File: src/rtl/op_pkg.sv
// rtl/op_pkg.sv - opcode and source encodings shared by the decoder and src_queue
package op_pkg;

    localparam logic [3:0] WRITE_A = 4'b0001;
    localparam logic [3:0] WRITE_B = 4'b0010;
    localparam logic [3:0] READ_C  = 4'b1011;

    localparam logic [1:0] SRC_A  = 2'b00;
    localparam logic [1:0] SRC_B  = 2'b10;
    localparam logic [1:0] SRC_RD = 2'b11;

endpackage

File: src/rtl/sync_fifo.sv
// rtl/sync_fifo.sv - single-clock FIFO with occupancy count and first-word-fall-through head
module sync_fifo #(
    parameter int DATA_W = 8,
    parameter int DEPTH  = 4
) (
    input  logic                     clk,
    input  logic                     rst,
    input  logic                     push,
    input  logic [DATA_W-1:0]        push_data,
    input  logic                     pop,
    output logic [DATA_W-1:0]        head,
    output logic [$clog2(DEPTH):0]   count,
    output logic                     full,
    output logic                     empty
);
    localparam int AW = $clog2(DEPTH);

    logic [DATA_W-1:0] mem [DEPTH];
    logic [AW-1:0]     wr_ptr;
    logic [AW-1:0]     rd_ptr;

    // Caller gates push/pop against full/empty; pointers wrap on their natural width.
    always_ff @(posedge clk) begin
        if (rst) begin
            wr_ptr <= '0;
            rd_ptr <= '0;
            count  <= '0;
        end else begin
            if (push) begin
                mem[wr_ptr] <= push_data;
                wr_ptr      <= wr_ptr + 1'b1;
            end
            if (pop) begin
                rd_ptr <= rd_ptr + 1'b1;
            end
            if (push && !pop) begin
                count <= count + 1'b1;
            end else if (pop && !push) begin
                count <= count - 1'b1;
            end
        end
    end

    assign head  = mem[rd_ptr];
    assign full  = (count == (AW+1)'(DEPTH));
    assign empty = (count == '0);

endmodule

File: src/rtl/src_queue.sv
// rtl/src_queue.sv - operand queue fed by the opcode decoder, with sticky error reporting
import op_pkg::*;

module src_queue #(
    parameter int DATA_W = 8,
    parameter int DEPTH  = 4
) (
    input  logic                     clk,
    input  logic                     rst,
    input  logic                     op_valid,
    input  logic                     write,
    input  logic [1:0]               source,
    input  logic [DATA_W-1:0]        a_data,
    input  logic [DATA_W-1:0]        b_data,
    input  logic                     clr_err,
    output logic                     rd_valid,
    output logic [DATA_W-1:0]        rd_data,
    output logic [$clog2(DEPTH):0]   count,
    output logic                     full,
    output logic                     empty,
    output logic                     err_illegal,
    output logic                     err_ovf,
    output logic                     err_udf
);
    logic              is_push;
    logic              is_pop;
    logic              is_illegal;
    logic              push_ok;
    logic              pop_ok;
    logic [DATA_W-1:0] push_data;
    logic [DATA_W-1:0] head;

    // Every decode term is qualified by op_valid so undriven write/source never leak in.
    always_comb begin
        is_push    = op_valid && write && ((source == SRC_A) || (source == SRC_B));
        is_pop     = op_valid && !write && (source == SRC_RD);
        is_illegal = op_valid && !is_push && !is_pop;
        push_data  = (source == SRC_B) ? b_data : a_data;
        push_ok    = is_push && !full;
        pop_ok     = is_pop && !empty;
    end

    sync_fifo #(
        .DATA_W (DATA_W),
        .DEPTH  (DEPTH)
    ) u_fifo (
        .clk       (clk),
        .rst       (rst),
        .push      (push_ok),
        .push_data (push_data),
        .pop       (pop_ok),
        .head      (head),
        .count     (count),
        .full      (full),
        .empty     (empty)
    );

    // Error flags are set-dominant: a new event in the same cycle as clr_err wins.
    always_ff @(posedge clk) begin
        if (rst) begin
            rd_valid    <= 1'b0;
            rd_data     <= '0;
            err_illegal <= 1'b0;
            err_ovf     <= 1'b0;
            err_udf     <= 1'b0;
        end else begin
            rd_valid <= pop_ok;
            if (pop_ok) begin
                rd_data <= head;
            end
            err_illegal <= is_illegal           || (err_illegal && !clr_err);
            err_ovf     <= (is_push && full)    || (err_ovf && !clr_err);
            err_udf     <= (is_pop && empty)    || (err_udf && !clr_err);
        end
    end

endmodule

File: config.mk
export PLATFORM = sky130hd
export DESIGN_NAME = src_queue
export DESIGN_NICKNAME = d
export VERILOG_FILES = /design/src/rtl/op_pkg.sv /design/src/rtl/sync_fifo.sv /design/src/rtl/src_queue.sv
export SDC_FILE = /design/constraint.sdc
export NUM_CORES = 1
export LEC_CHECK = 0
export CAP_MARGIN = 0
export CORE_ASPECT_RATIO = 0.9
export CORE_MARGIN = 2
export CORE_UTILIZATION = 50
export DETAILED_ROUTE_END_ITERATION = 16
export GPL_TIMING_DRIVEN = 0
export PLACE_DENSITY = 0.76
export SLEW_MARGIN = 20
export SYNTH_ARGS = -nofsm -noshare
export SYNTH_HDL_FRONTEND = slang
export SYNTH_SLANG_ARGS = --single-unit
File: constraint.sdc
create_clock -name clk -period 6.15 [get_ports clk]
set_clock_uncertainty 0.05 [all_clocks]
set_input_delay 0.9225 -clock clk [delete_from_list [all_inputs] [get_ports clk]]
set_output_delay 0.9225 -clock clk [all_outputs]
set_load 0.005 [all_outputs]
==> results.rst <==
.. list-table::
   :header-rows: 1

   * - Metric
     - Value
   * - Overflow left after global routing
     - 0
   * - Synthesized-area fraction occupied by adder cells
     - 0.03727
   * - Complex-gate fraction of the synthesized area
     - 0.08018
   * - Proportion of netlist area held by the largest area contributor
     - 0.4337
   * - Run status
     - completed
   * - Worst Path Class, Setup
     - input pin to register
   * - Synth Register Bits
     - 51
   * - Horizontal extent of the die
     - 74.17 µm
   * - Chip height
     - 67.16 µm
   * - Largest delay share family, worst path
     - buffers and inverters
   * - Portion of the post-synthesis area used by sequential elements
     - 0.6053
   * - Most used flip-flop cell after synthesis
     - sky130_fd_sc_hd__edfxtp_1
   * - Number of DRC violations after detailed-routing iteration 0
     - 80
   * - Maximum clock rate
     - 328.0 MHz
   * - Final number of max-transition violations
     - 0
   * - Number of gates resized after cts
     - 0
   * - Proportion of power drawn by the clock network
     - 0.307
   * - Main combinational cell family by area after synthesis
     - multiplexers
   * - Largest net degree at the start of global routing
     - 16
   * - Actual slew at the worst max-slew pin
     - 473.6 ps
   * - Crit path DAT
     - 3240 ps
   * - Synthesized netlist net count
     - 183
   * - Terminus of the critical flop-to-flop path
     - u_fifo.count[2]
   * - Final Hold Fails
     - 0
   * - Post-Route WL
     - 4220 µm
   * - Number of global-route vias before repair
     - 1457
   * - Number of cell instances on the worst register-to-register path
     - 9
   * - Final period demand of the worst path
     - 3049 ps
   * - CTS tree
     - done
   * - RSZ-0062 raised after global routing
     - false
   * - Post-Synthesis Cell Area
     - 2216 µm²
   * - Part of the power in combinational logic
     - 0.120
   * - Relative area change from synthesis to final layout
     - 25.13%
   * - Starting utilization of the core area
     - 0.5331
   * - Worst min-delay path class
     - register to register
   * - Last weighted congestion value of the routability-driven placer
     - 0.7629
   * - Critical-path cell with the highest stage delay
     - sky130_fd_sc_hd__clkdlybuf4s50_1
   * - Switching Power
     - approximately 150 µW
   * - Overall Global Routing Usage
     - 0.1935
   * - Max_cap viols
     - 0
   * - Post-synthesis xor/xnor area fraction
     - 0.007905
   * - Critical Path, Cell by Cell
     - clkdlybuf4s50_1, and4b_1, buf_2, nand2_1, ha_1, inv_1, fa_1, xor2_1, or3_1, a21oi_1
   * - Worst path buffer plus inverter count
     - 3
   * - Leak
     - 0.0009331 µW
   * - Worst Hold Path EP
     - rd_data[0]
   * - Post-synthesis share of cell area spent on and, or, nand and nor gates
     - 0.09204
   * - Nets
     - 229
   * - Setup tns final
     - 0 ps
   * - Sequential fraction of design power
     - 0.574
   * - Cell internal power dissipation
     - 503.2 µW
   * - Post-detail-place hpwl
     - 3044 µm
   * - H-tree levels
     - 2
   * - Setup crit start kind
     - input pin
   * - Post-CTS setup buffers
     - 0
   * - Unique masters post-synth
     - 38
   * - FF-to-FF setup slack
     - ~3700 ps
   * - Number of flops mapped to enable cells by yosys
     - 32
   * - Count of antenna diodes in the layout
     - 0
   * - Cells on Worst Hold Path
     - 2
   * - Final critical-path share of the clock period
     - 0.4957
   * - Final setup fails
     - 0
   * - Cts-stage hold buffer count
     - 0
   * - Ratio of total power to cell area
     - around 230 nW/µm²
   * - Switching Fraction
     - 0.2266
   * - Maximum number of buffers from clock root to sink
     - 2
   * - Port Buffer Count
     - 39
   * - Mux share of post-synthesis cell area
     - 0.1333
   * - Number of antenna violations at the first check in global routing
     - 0
   * - Antenna Nets Post-Route
     - 0
   * - Critical path peak fanout
     - 10
   * - Rows
     - 22
   * - Leading area contributor after synthesis
     - sky130_fd_sc_hd__edfxtp_1
   * - Clock insertion delay at the later pin of the skew report
     - 310 ps
   * - R2R Path Start
     - u_fifo.count[1]
   * - Total of warnings raised by yosys
     - 0
   * - # DRC
     - 0
   * - Number of clock sinks
     - a little over 50
   * - Clock slew at reported path FFs
     - 90 ps
   * - Gate count of the mapped netlist
     - 154
   * - Final core utilization
     - 0.6671
   * - Worst stage delay on the critical path
     - 520 ps
   * - Hold Slack
     - ~440 ps
   * - First-pass GRT wire length
     - 6831 µm
   * - Total power of the final layout
     - roughly 650 µW
   * - Vias per cell
     - between 5 and 6
   * - Mean area per synthesized cell
     - 14.39 µm²
   * - Standard cell core area
     - 4156 µm²
   * - Slew Limit Headroom
     - 0.6842
   * - Async set-reset flop share out of synthesis
     - 0
   * - Via count
     - 1387
   * - Top Ports
     - 40
   * - Kind of capture point of the worst setup path
     - register
   * - Die outline area
     - 4981 µm²
   * - Pre-Repair DR Iteration Count
     - 4
   * - Worst voltage drop across the vdd grid
     - 0.1448 mV
   * - Start point of the worst hold path
     - rd_data[0]
   * - Master cell of the clock root buffer
     - sky130_fd_sc_hd__clkbuf_8
   * - Worst endpoint required time
     - about 6300 ps
   * - Wirelength per Cell
     - 16.17 µm
   * - TritonCTS buffer count
     - 5
   * - Dominant cells by area after synthesis
     - sky130_fd_sc_hd__edfxtp_1 (43%), sky130_fd_sc_hd__dfxtp_1 (17%), sky130_fd_sc_hd__mux4_2 (7.1%)
   * - Fraction of final layout cells sized beyond drive strength 1
     - 0.2189
## kinds of logic (layout without fill, tap and decap cells)
| group | Yosys count | count (layout) |
|---|---|---|
| AOI/OAI and AO/OA | 27 | 27 |
| xor gates and xnor gates | 2 | 2 |
| adders and majority gates | 6 | 6 |
| buffers and inverters | 15 | 62 |
| DFF | 51 | 51 |
| muxes | 18 | 18 |
| and+or+nand+nor | 35 | 35 |
## sequential cells by signal, indices dropped and copies added, names as in the netlist
register       flops
err_ovf            1
rd_valid           1
err_illegal        1
u_fifo.rd_ptr      2
u_fifo.count       3
u_fifo.wr_ptr      2
rd_data            8
u_fifo.mem        32
err_udf            1
## synthesized netlist by cell type (2+ instances only)
| master | n |
|---|---|
| sky130_fd_sc_hd__clkbuf_2 | 2 |
| sky130_fd_sc_hd__o21ai_0 | 4 |
| sky130_fd_sc_hd__o21ai_2 | 2 |
| sky130_fd_sc_hd__dfxtp_1 | 19 |
| sky130_fd_sc_hd__nor2_1 | 8 |
| sky130_fd_sc_hd__xor2_1 | 2 |
| sky130_fd_sc_hd__edfxtp_1 | 32 |
| sky130_fd_sc_hd__ha_1 | 5 |
| sky130_fd_sc_hd__clkinv_2 | 2 |
| sky130_fd_sc_hd__or3_1 | 2 |
| sky130_fd_sc_hd__mux2_2 | 8 |
| sky130_fd_sc_hd__a21oi_1 | 5 |
| sky130_fd_sc_hd__nand3_1 | 10 |
| sky130_fd_sc_hd__buf_2 | 4 |
| sky130_fd_sc_hd__o21ai_1 | 6 |
| sky130_fd_sc_hd__buf_6 | 2 |
| sky130_fd_sc_hd__a21oi_2 | 7 |
| sky130_fd_sc_hd__mux4_2 | 7 |
| sky130_fd_sc_hd__a22oi_1 | 2 |
| sky130_fd_sc_hd__inv_1 | 4 |
| sky130_fd_sc_hd__and2_1 | 4 |
## worst min-delay path, cell delays in order, from the launching register on
cell and delay, ps:
sky130_fd_sc_hd__dfxtp_1 330, sky130_fd_sc_hd__o21ai_2 60, sky130_fd_sc_hd__a21oi_2 50
## metal layers
metal,GRT usage,part of all wire,vias up
met5,0,0,-
met4,0.09545,0.023,0
met3,0.03731,0.036,9
met2,0.3304,0.48,35
met1,0.2360,0.46,681
li1,-,-,662
## power by group through the flow
stage	Sequential (µW)	Combinational, µW	Clock (µW)
6_report	373	77.8	200
4_1_cts	373	78.4	201
3_3_place_gp	381	74.3	0
3_5_place_dp	381	78.1	0
2_1_floorplan	381	43.5	0
5_1_grt	374	85.0	214
## worst max path at each step
stage,from,endpoint,slack (ps),cells past startpoint
2_1_floorplan,source[0],u_fifo.count[2],3510,9
3_3_place_gp,write,u_fifo.count[2],2880,10
3_5_place_dp,write,u_fifo.count[2],2820,10
4_1_cts,write,u_fifo.count[2],3120,10
5_1_grt,write,u_fifo.count[2],2960,10
6_report,write,u_fifo.count[2],3100,10
## placed cells by master, fill, tap and decap left out, types with 2 or more instances in the layout
master,instances
sky130_fd_sc_hd__mux2_2,8
sky130_fd_sc_hd__ha_1,5
sky130_fd_sc_hd__a21oi_1,5
sky130_fd_sc_hd__buf_6,2
sky130_fd_sc_hd__a21oi_2,7
sky130_fd_sc_hd__nand3_1,10
sky130_fd_sc_hd__clkdlybuf4s50_1,39
sky130_fd_sc_hd__clkbuf_2,2
sky130_fd_sc_hd__o21ai_2,2
sky130_fd_sc_hd__clkinv_2,3
sky130_fd_sc_hd__or3_1,2
sky130_fd_sc_hd__inv_1,4
sky130_fd_sc_hd__o21ai_1,6
sky130_fd_sc_hd__xor2_1,2
sky130_fd_sc_hd__o21ai_0,4
sky130_fd_sc_hd__edfxtp_1,32
sky130_fd_sc_hd__nor2_1,8
sky130_fd_sc_hd__dfxtp_1,19
sky130_fd_sc_hd__buf_2,4
sky130_fd_sc_hd__a22oi_1,2
sky130_fd_sc_hd__mux4_2,7
sky130_fd_sc_hd__and2_1,4
sky130_fd_sc_hd__clkbuf_8,6
## layout make-up
class | count | area (µm²)
sequential | 51 | 1341
clock inverter | 1 | 5.005
inverter | 6 | 25.02
fill | 304 | 1384
multi-input combinational | 88 | 777.0
clock buffer | 7 | 86.33
tap | 60 | 75.07
buffer | 9 | 72.57
timing repair buffer | 39 | 390.4
## per-stage QoR
stage	cells	area [µm²]	worst slack, ps
after floorplan	154	2216	3512
after global placement	253	2681	2878
after detailed placement	253	2681	2815
after CTS	261	2773	3121
after global routing	261	2773	2956
final	261	2773	3101
Power figures use the tool's default switching activity.
